[config.mk]
export PLATFORM = sky130hd
export DESIGN_NAME = fetch_sequencer
export DESIGN_NICKNAME = d
export VERILOG_FILES = /design/src/rtl/proc_pkg.sv /design/src/rtl/fetch_buffer.sv /design/src/rtl/fetch_sequencer.sv
export SDC_FILE = /design/constraint.sdc
export NUM_CORES = 1
export LEC_CHECK = 0
export BUFFER_PORTS_ARGS = -buffer_cell sky130_fd_sc_hd__buf_2
export CORE_MARGIN = 1.5
export CORE_UTILIZATION = 43
export DETAILED_ROUTE_END_ITERATION = 6
export PLACE_DENSITY = 0.73
export SYNTH_ARGS = -nofsm -noshare
export SYNTH_HDL_FRONTEND = slang
export SYNTH_SLANG_ARGS = --single-unit
export TNS_END_PERCENT = 100
[constraint.sdc]
create_clock -name clk -period 3.8 [get_ports clk]
set_input_delay 0 -clock clk [delete_from_list [all_inputs] [get_ports clk]]
set_output_delay 0 -clock clk [all_outputs]
set_load 0.02 [all_outputs]
[src/rtl/proc_pkg.sv]
// Shared filter-processor definitions: opcodes, compare sub-ops, instruction field layout.
// Pure declarations, no logic; no latency or backpressure of its own.
// Imported by the fetch path and the decoder.
package proc_pkg;

    localparam int INSTR_W = 24;
    localparam int OPC_W   = 4;
    localparam int CMP_W   = 2;
    localparam int OPC_MSB = 23;
    localparam int OPC_LSB = 20;
    localparam int CMP_MSB = 19;
    localparam int CMP_LSB = 18;
    localparam int OPND_W  = INSTR_W - OPC_W - CMP_W;

    typedef enum logic [3:0] {
        OP_ADD = 4'd0,
        OP_SLR = 4'd10,
        OP_LD  = 4'd12,
        OP_ST  = 4'd13,
        OP_BT  = 4'd14,
        OP_NOP = 4'd15
    } opcode_e;

    typedef enum logic [1:0] {
        CMP_NOP = 2'd0,
        CMP_LT  = 2'd1,
        CMP_EQ  = 2'd2,
        CMP_LE  = 2'd3
    } cmp_e;

endpackage

[src/rtl/fetch_buffer.sv]
// 2-entry prefetch FIFO with synchronous flush; head is visible combinationally.
// Push-to-head latency 1 cycle; flush wins over push and pop in the same cycle.
// No internal backpressure: the caller never pushes into a full buffer.
module fetch_buffer #(
    parameter int W = 34
) (
    input  logic         clk,
    input  logic         rst_n,
    input  logic         push_i,
    input  logic [W-1:0] push_dat_i,
    input  logic         pop_i,
    input  logic         flush_i,
    output logic [W-1:0] head_dat_o,
    output logic [1:0]   count_o
);

    logic [W-1:0] mem_q [2];
    logic         rd_ptr_q;
    logic         wr_ptr_q;
    logic [1:0]   count_q;

    always_ff @(posedge clk or negedge rst_n) begin
        if (!rst_n) begin
            mem_q[0] <= '0;
            mem_q[1] <= '0;
            rd_ptr_q <= 1'b0;
            wr_ptr_q <= 1'b0;
            count_q  <= 2'd0;
        end else if (flush_i) begin
            rd_ptr_q <= 1'b0;
            wr_ptr_q <= 1'b0;
            count_q  <= 2'd0;
        end else begin
            if (push_i) begin
                mem_q[wr_ptr_q] <= push_dat_i;
                wr_ptr_q        <= ~wr_ptr_q;
            end
            if (pop_i) begin
                rd_ptr_q <= ~rd_ptr_q;
            end
            count_q <= count_q + {1'b0, push_i} - {1'b0, pop_i};
        end
    end

    assign head_dat_o = mem_q[rd_ptr_q];
    assign count_o    = count_q;

    a_no_overflow : assert property (@(posedge clk) disable iff (!rst_n)
        !(push_i && !pop_i && !flush_i && count_q == 2'd2));

endmodule

[src/rtl/fetch_sequencer.sv]
// Instruction fetch/sequencing: owns the PC, presents buffered words to decode (FETCH_PERF_CNT_EN adds perf counters).
// Request at N is presented from N+2; 1 instr/cycle sustained; taken branch re-presents at target after 3 cycles.
// Decode stall (instr_ready=0) is absorbed by a 2-entry buffer; requests stop once buffer + in-flight reach 2.
module fetch_sequencer #(
    parameter int              PC_W     = 10,
    parameter int              INSTR_W  = proc_pkg::INSTR_W,
    parameter logic [PC_W-1:0] RESET_PC = '0
) (
    input  logic                clk,
    input  logic                rst_n,
    output logic                imem_req,
    output logic [PC_W-1:0]     imem_addr,
    input  logic [INSTR_W-1:0]  imem_rdata,
    input  logic                br_taken,
    input  logic [PC_W-1:0]     br_target,
    input  logic                instr_ready,
    output logic                instr_valid,
    output logic [3:0]          opcode,
    output logic [1:0]          cmp_flag,
    output logic [INSTR_W-7:0]  operand,
    output logic [PC_W-1:0]     instr_pc
`ifdef FETCH_PERF_CNT_EN
    ,
    output logic [31:0]         perf_issued,
    output logic [31:0]         perf_flushed
`endif
);

    import proc_pkg::*;

    localparam int EW = INSTR_W + PC_W;

    logic [PC_W-1:0]    pc_q, pc_d;
    logic               inflight_q;
    logic [PC_W-1:0]    inflight_pc_q;
    logic               run_q;
    logic [1:0]         count;
    logic [EW-1:0]      head_dat;
    logic [INSTR_W-1:0] head_instr;
    logic [PC_W-1:0]    head_pc;
    logic               pop;
    logic               push;
    logic               resp_kill;
    logic               req;
    logic [2:0]         occ;

    assign instr_valid = (count != 2'd0);
    assign pop         = instr_valid && instr_ready && !br_taken;
    // The response landing in a branch cycle belongs to the old path.
    assign resp_kill   = br_taken && inflight_q;
    assign push        = inflight_q && !resp_kill;
    assign occ         = {1'b0, count} + {2'b0, inflight_q} - {2'b0, pop};
    // run_q holds off the first request until one cycle after reset release.
    assign req         = run_q && !br_taken && (occ < 3'd2);

    assign imem_req  = req;
    assign imem_addr = pc_q;

    always_comb begin
        pc_d = pc_q;
        if (br_taken) begin
            pc_d = br_target;
        end else if (req) begin
            pc_d = pc_q + PC_W'(1);
        end
    end

    always_ff @(posedge clk or negedge rst_n) begin
        if (!rst_n) begin
            pc_q          <= RESET_PC;
            inflight_q    <= 1'b0;
            inflight_pc_q <= RESET_PC;
            run_q         <= 1'b0;
        end else begin
            pc_q       <= pc_d;
            inflight_q <= req;
            run_q      <= 1'b1;
            if (req) begin
                inflight_pc_q <= pc_q;
            end
        end
    end

    fetch_buffer #(
        .W (EW)
    ) u_buf (
        .clk        (clk),
        .rst_n      (rst_n),
        .push_i     (push),
        .push_dat_i ({imem_rdata, inflight_pc_q}),
        .pop_i      (pop),
        .flush_i    (br_taken),
        .head_dat_o (head_dat),
        .count_o    (count)
    );

    assign head_instr = head_dat[EW-1 -: INSTR_W];
    assign head_pc    = head_dat[PC_W-1:0];

    assign opcode   = instr_valid ? head_instr[INSTR_W-1 -: OPC_W]       : OP_NOP;
    assign cmp_flag = instr_valid ? head_instr[INSTR_W-OPC_W-1 -: CMP_W] : CMP_NOP;
    assign operand  = instr_valid ? head_instr[INSTR_W-7:0]             : '0;
    assign instr_pc = instr_valid ? head_pc                              : pc_q;

`ifdef FETCH_PERF_CNT_EN
    logic [31:0] issued_q;
    logic [31:0] flushed_q;

    always_ff @(posedge clk or negedge rst_n) begin
        if (!rst_n) begin
            issued_q  <= 32'd0;
            flushed_q <= 32'd0;
        end else begin
            issued_q <= issued_q + {31'd0, pop};
            if (br_taken) begin
                flushed_q <= flushed_q + {30'd0, count} + {31'd0, resp_kill};
            end
        end
    end

    assign perf_issued  = issued_q;
    assign perf_flushed = flushed_q;
`endif

endmodule

# Yosys cells after proc, flatten, opt, wreduce, memory -nomap -nowiden
# Index checks and enable logic that the tools add are counted.
[op_classes]
reduce_logical = 14
muxes = 17
order_cmp = 4
addsub = 5
n_bitwise = 5
[op_table]
columns = ["operator", "count"]
rows = [
  ["2-to-1 mux 34 bit", 4],
  ["bitwise mux 68 bit", 1],
  ["demux 34 bit (select 1 bit)", 1],
  ["2-to-1 mux 10 bit", 3],
  ["2-to-1 mux 18 bit", 1],
  ["adder 10 x 1 -> 10 bit, second input constant", 1],
  ["nonzero test 2 bit", 4],
  ["logical AND 1 bit", 7],
  [">= comparator 2 bit, second input constant", 2],
  ["2-to-1 mux 1 bit", 4],
  ["2-to-1 mux 2 bit", 2],
  ["2-to-1 mux 4 bit", 1],
  ["inverter 1 -> 2 bit", 2],
  ["adder 2 x 1 -> 3 bit", 1],
  ["less-than comparator 3 x 2 -> 1 bit, second input constant", 1],
  ["inverter 1 bit", 3],
  ["subtractor 3 x 1 -> 3 bit", 1],
  ["adder 2 x 1 -> 2 bit", 1],
  ["zero test 1 bit", 2],
  ["less-than comparator 2 x 1 -> 1 bit, second input constant", 1],
  ["AND reduction 2 bit", 1],
  ["subtractor 2 x 1 -> 2 bit", 1],
]
[totals]
out_inout_bits = 46
in_bits = 38
wordCells = 54
ff_bits = 94

# Depth between registers and ports, before layout
[depth]
depth_word = 8
mapped_depth = 15
depth_no_buf = 13

# Hierarchy
# Synthesis repeated with hierarchy kept, for this count alone.
[unflattened]
hier_cells = 352
hier_area_um2 = 4495.6
[modules_own_cells]
columns = ["mod", "area_per_inst_um2", "instances", "cells_per_inst", "seq_area_each_um2"]
rows = [
  ["fetch_buffer", 3155.5, 1, 197, 1801.7],
  ["fetch_sequencer", 1340.0, 1, 155, 550.5],
]

# Worst setup path after synthesis
# OpenSTA, ideal clock, no wires.
[synth_timing]
path_kind = "register to register"
start = "reg u_buf.count_q[1], in the netlist u_buf.count_o[1]"
end = "reg pc_q[5], in the netlist imem_addr[5]"
setup_slack_ps = 827
arrival_time_ps = 2907
stages_incl_launch_ff = 15
period_less_slack_ps = 2973
required_ps = 3734
setup_time_ps = 66
n_path_buf = 2
path_cell_list = "dfrtp_1 nor2_1 inv_1 nand2_1 nor2_1 ha_1 inv_1 nand2_1 fa_1 xor2_1 or3_1 buf_2 buf_6 nor4_1 a221o_1"
[synth_between]
elab_chain_len = 7
elab_cells_between_ends = 8
cone_classes = "2 x add/sub; 1 x order compare; 5 x reduce/logical"
[synth_rtl]
columns = ["element", "line_no", "rtl"]
rows = [
  ["start: declaration", "fetch_buffer.sv:20", "logic [1:0] count_q;"],
  ["start signal: assignment", "fetch_buffer.sv:41", "count_q <= count_q + {1'b0, push_i} - {1'b0, pop_i};"],
  ["nonzero test 2 bit", "fetch_sequencer.sv:47", "assign instr_valid = (count != 2'd0);"],
  ["via instr_valid", "fetch_sequencer.sv:17", "output logic instr_valid,"],
  ["logical AND 1 bit (2 in series)", "fetch_sequencer.sv:48", "assign pop = instr_valid && instr_ready && !br_taken;"],
  ["subtractor 3 x 1 -> 3 bit", "fetch_sequencer.sv:52", "assign occ = {1'b0, count} + {2'b0, inflight_q} - {2'b0, pop};"],
  ["less-than comparator 3 x 2 -> 1 bit", "fetch_sequencer.sv:54", "assign req = run_q && !br_taken && (occ < 3'd2);"],
  ["logical AND 1 bit", "fetch_sequencer.sv:54", ""],
  ["nonzero test 2 bit (no line)", "-", ""],
  ["end signal: assignment", "fetch_sequencer.sv:75", "pc_q <= pc_d;"],
  ["end: declaration", "fetch_sequencer.sv:33", "logic [PC_W-1:0] pc_q, pc_d;"],
]
# The timed path passes the listed nets, and every way through them passes these cells.
# A chain may end at the register's enable or synchronous reset.

# Worst setup path after layout
[layout_timing]
start = "reg u_buf.count_q[1], in the netlist u_buf.count_o[1]"
end = "out imem_req"
[layout_between]
elab_chain_len = 6
elab_cells_between_ends = 7
cone_classes = "2 x add/sub; 1 x order compare; 4 x reduce/logical"
[layout_rtl]
columns = ["element", "line_no", "rtl"]
rows = [
  ["parallel branches: the longest is 3 deep, another holds adder 2 x 1 -> 3 bit", "-", ""],
  ["subtractor 3 x 1 -> 3 bit (*)", "fetch_sequencer.sv:52", ""],
  ["less-than comparator 3 x 2 -> 1 bit (*)", "fetch_sequencer.sv:54", ""],
  ["logical AND 1 bit (*)", "fetch_sequencer.sv:54", ""],
  ["end: declaration", "fetch_sequencer.sv:11", "output logic imem_req,"],
]
# Every way passes the cells marked *.

==> out/qor.yml <==
outcome:
  status: "completed"
die:
  dieArea_um2: 10700
  rows: 36
  start_util_pct: 44.2
  die_y_um: 103
  core_um2: 9770
  ios: 84
  die_x_um: 103
power:
  power.share.clock_pct: 21.5
  p_sw_share_pct: 33.1
  power_mw: 3.60
  leakage_nw: 2.56
  intPower_mw: 2.41
  ir_drop_v: 0.000296
  power_frac_comb_pct: 32.4
  p_switching_mw: 1.19
  p_seq_share_pct: 46.1
  p_per_area_nw_per_um2: 662
synth:
  synth_edf_count: 0
  synth.avg_cell_area_um2: 11.8
  synth_fp_nets: 408
  yosysSeqAreaShare_pct: 54.5
  ys_warn_count: 0
  yosysUniqueCellTypes: 28
  synthArstFlopShare_pct: 100
  yosysMostFrequentCell: "dfrtp_1"
  synthTopCellsByArea: "dfrtp_1, mux2_2, mux2i_1"
  syn_inst: 365
  syn-cell-area_um2: 4320
  netlist_top_cells_count: "dfrtp_1, mux2_2, nand2_1, mux2i_1, nor2_1"
  synth-seq-cells: 94
  synth_top_cell_area_share_pct: 54.5
  yosysTopAreaCell: "dfrtp_1"
  ys.flop_type: "dfrtp_1"
setup_path:
  worst_ep_arrival_time_ns: 3.42
  crit_fanout: 25
  critPathCaptureType: "primary output"
  cp.required_ns: 3.80
  start_kind: "register"
  critPathKind: "reg -> out"
cells_and_area:
  fill_cells: 817
  drive_gt1_share_pct: 36.0
  final_nets: 521
  diodes: 0
  area_delta_synth_final_pct: 26.1
global_routing:
  gr-total-overflow: 0
  grt_usage_pct: 18.0
  grt_pass1_wl_um: 14800
  grt_max_degree: 51
  antenna_found_initial: 0
  grt_pass1_vias: 3139
route:
  drc: 0
  via_per_inst: 5.20
  wire_per_inst_um: 14.9
  drt-initial-drc-count: 79
  first_pass_iters: 4
  wirelength_um: 9190
  num_vias: 3201
  antenna_left: 0
timing:
  slew-limit-headroom_pct: 30.5
  hold_viol_final: 0
  fin_crit_sh_pct: 89.9
  worst_slew_pin_slew_ns: 1.04
  rsz0062_at_grt: "false"
  drv_slew: 0
  setup_tns_ns: 0
  setup_viol: 0
  skew_ns: 0.00706
  fmax_mhz: 293
  fin_crit_ns: 3.42
clock_network:
  cts_setup_buffers: 0
  cts_root_buffer: "clkbuf_8"
  cts_sinks: 94
  post_cts_resized: 0
  cts_buffer_depth: 2
  clkTransAtPathRegs_ns: 0.09
  cts_tree: "done"
  cts_htree_levels: 3
  cts_buffers: 9
  clkLatencyLatePin_ns: 0.35
placed_design:
  portBuffers: 83
  place_hpwl_um: 5870
  routabilityCongestion: 0.849
job:
  drv_cap: 0
worst_hold_path:
  min_path_type: "in -> reg"
[power groups by stage]
stage	Clock, mW	Combinational, mW	Sequential, mW
finish	0.775	1.17	1.66
floorplan	0	0.849	1.61
global route	0.841	1.30	1.72
detailed placement	0	1.15	1.68
CTS	0.796	1.18	1.66
global placement	0	1.11	1.65
[placed cells by master (no fill, tap or decap)]
| cell type | Yosys | final |
|---|---|---|
| buf_2 | 14 | 82 |
| clkbuf_1 | 6 | 1 |
| nor2_4 | 0 | 1 |
| xnor2_1 | 3 | 3 |
| a22oi_1 | 1 | 1 |
| inv_1 | 8 | 8 |
| inv_6 | 0 | 1 |
| buf_4 | 0 | 5 |
| bufinv_16 | 0 | 3 |
| or3_1 | 1 | 1 |
| clkinv_2 | 0 | 2 |
| mux2_2 | 68 | 68 |
| nor2b_4 | 0 | 1 |
| o311ai_1 | 1 | 1 |
| o21ai_0 | 20 | 20 |
| nand4_1 | 2 | 2 |
| dfrtp_1 | 94 | 93 |
| dlygate4sd3_1 | 0 | 36 |
| nor3_1 | 2 | 2 |
| clkbuf_8 | 0 | 9 |
| nor4_1 | 3 | 3 |
| nor2b_1 | 3 | 2 |
| fa_1 | 1 | 1 |
| nor3b_1 | 2 | 2 |
| dfrtp_2 | 0 | 1 |
| nand3_1 | 2 | 2 |
| and2_1 | 2 | 2 |
| nor2_1 | 29 | 28 |
| xor2_1 | 2 | 2 |
| ha_1 | 4 | 4 |
| nand2_2 | 0 | 1 |
| conb_1 | 1 | 1 |
| a211o_1 | 1 | 1 |
| a221o_1 | 5 | 5 |
| o311ai_0 | 3 | 3 |
| mux2i_1 | 34 | 34 |
| nand2_1 | 52 | 51 |
[cells by family (layout without fill, tap and decap cells)]
group	count (synthesis)	count (layout)	share of synthesized area [%]
compound gates	31	31	4.66
xor+xnor	5	5	1.01
fa+ha+maj	5	5	1.62
buf+inv	29	147	3.10
flops	94	94	54.5
mux	102	102	25.6
other cells	1	1	0.0868
simple gates	98	98	9.44
[final timing paths]
path / startpoint / endpoint / slack, ns / cells past startpoint
min in group asynchronous: rst_n / u_buf.mem_q[47] / 0.17 / 2
worst min register to register: u_buf.mem_q[65] / u_buf.mem_q[65] / 0.51 / 1
worst min-delay path: br_taken / u_buf.count_o[1] / 0.02 / 2
max in group asynchronous: rst_n / u_buf.mem_q[34] / 2.61 / 3
worst max register to register: u_buf.count_o[1] / imem_addr[0] / 0.61 / 14
worst max-delay path: u_buf.count_o[1] / imem_req / 0.38 / 13
[per-stage QoR]
step	utilization [%]	hold slack (ns)	instance area, um2	setup slack (ns)	std cells
2_1_floorplan	-	-0.296	4320	0.827	365
3_3_place_gp	49.6	0.0253	4850	0.728	564
3_5_place_dp	49.6	0.0292	4850	0.607	564
4_1_cts	55.7	0.00407	5450	0.346	616
5_1_grt	55.7	0.0248	5450	0.103	616
6_report	55.7	0.0241	5450	0.382	616
[repair_timing]
action | in CTS | in global routing
endpoints found under the setup margin | 0 | 0
hold endpoints to repair | 103 | 0
hold buffers | 36 | 0
[registers in the layout (all words and copies together), names as in the netlist]
register and cells:
u_buf.mem_q 68, u_buf.wr_ptr_q 1, run_q 1, imem_addr 10
inflight_q 1, inflight_pc_q 10, u_buf.rd_ptr_q 1, u_buf.count_o 2
[per-layer routing]
layer	share of wire, %	global-route usage (%)	vias up
li1	-	-	1486
met1	46	23.3	1613
met2	48	30.6	94
met3	4.7	4.17	8
met4	0.95	4.47	0
met5	0	0	-
[critical path, stage by stage, from the launching register on]
cell     delay (ns)
dfrtp_1        0.46
nor2_4         0.13
inv_1          0.10
nand2_1        0.12
nor2_1         0.05
ha_1           0.28
inv_1          0.08
nand2_1        0.07
fa_1           0.37
xor2_1         0.18
or3_1          0.35
buf_4          0.21
inv_1          0.38
buf_2          0.26
[area by class of cell]
cell class / instances / area (um2) / area share [%]
well taps: 133 / 166 / 3.06
multi-input cells: 242 / 1850 / 34.0
clock inverters: 6 / 109 / 2.00
repair buffers: 123 / 808 / 14.8
inverters: 8 / 30.0 / 0.551
clock buffers: 10 / 128 / 2.34
flip-flops and latches: 94 / 2350 / 43.2
Note: power is estimated with default switching activity, not from simulation.
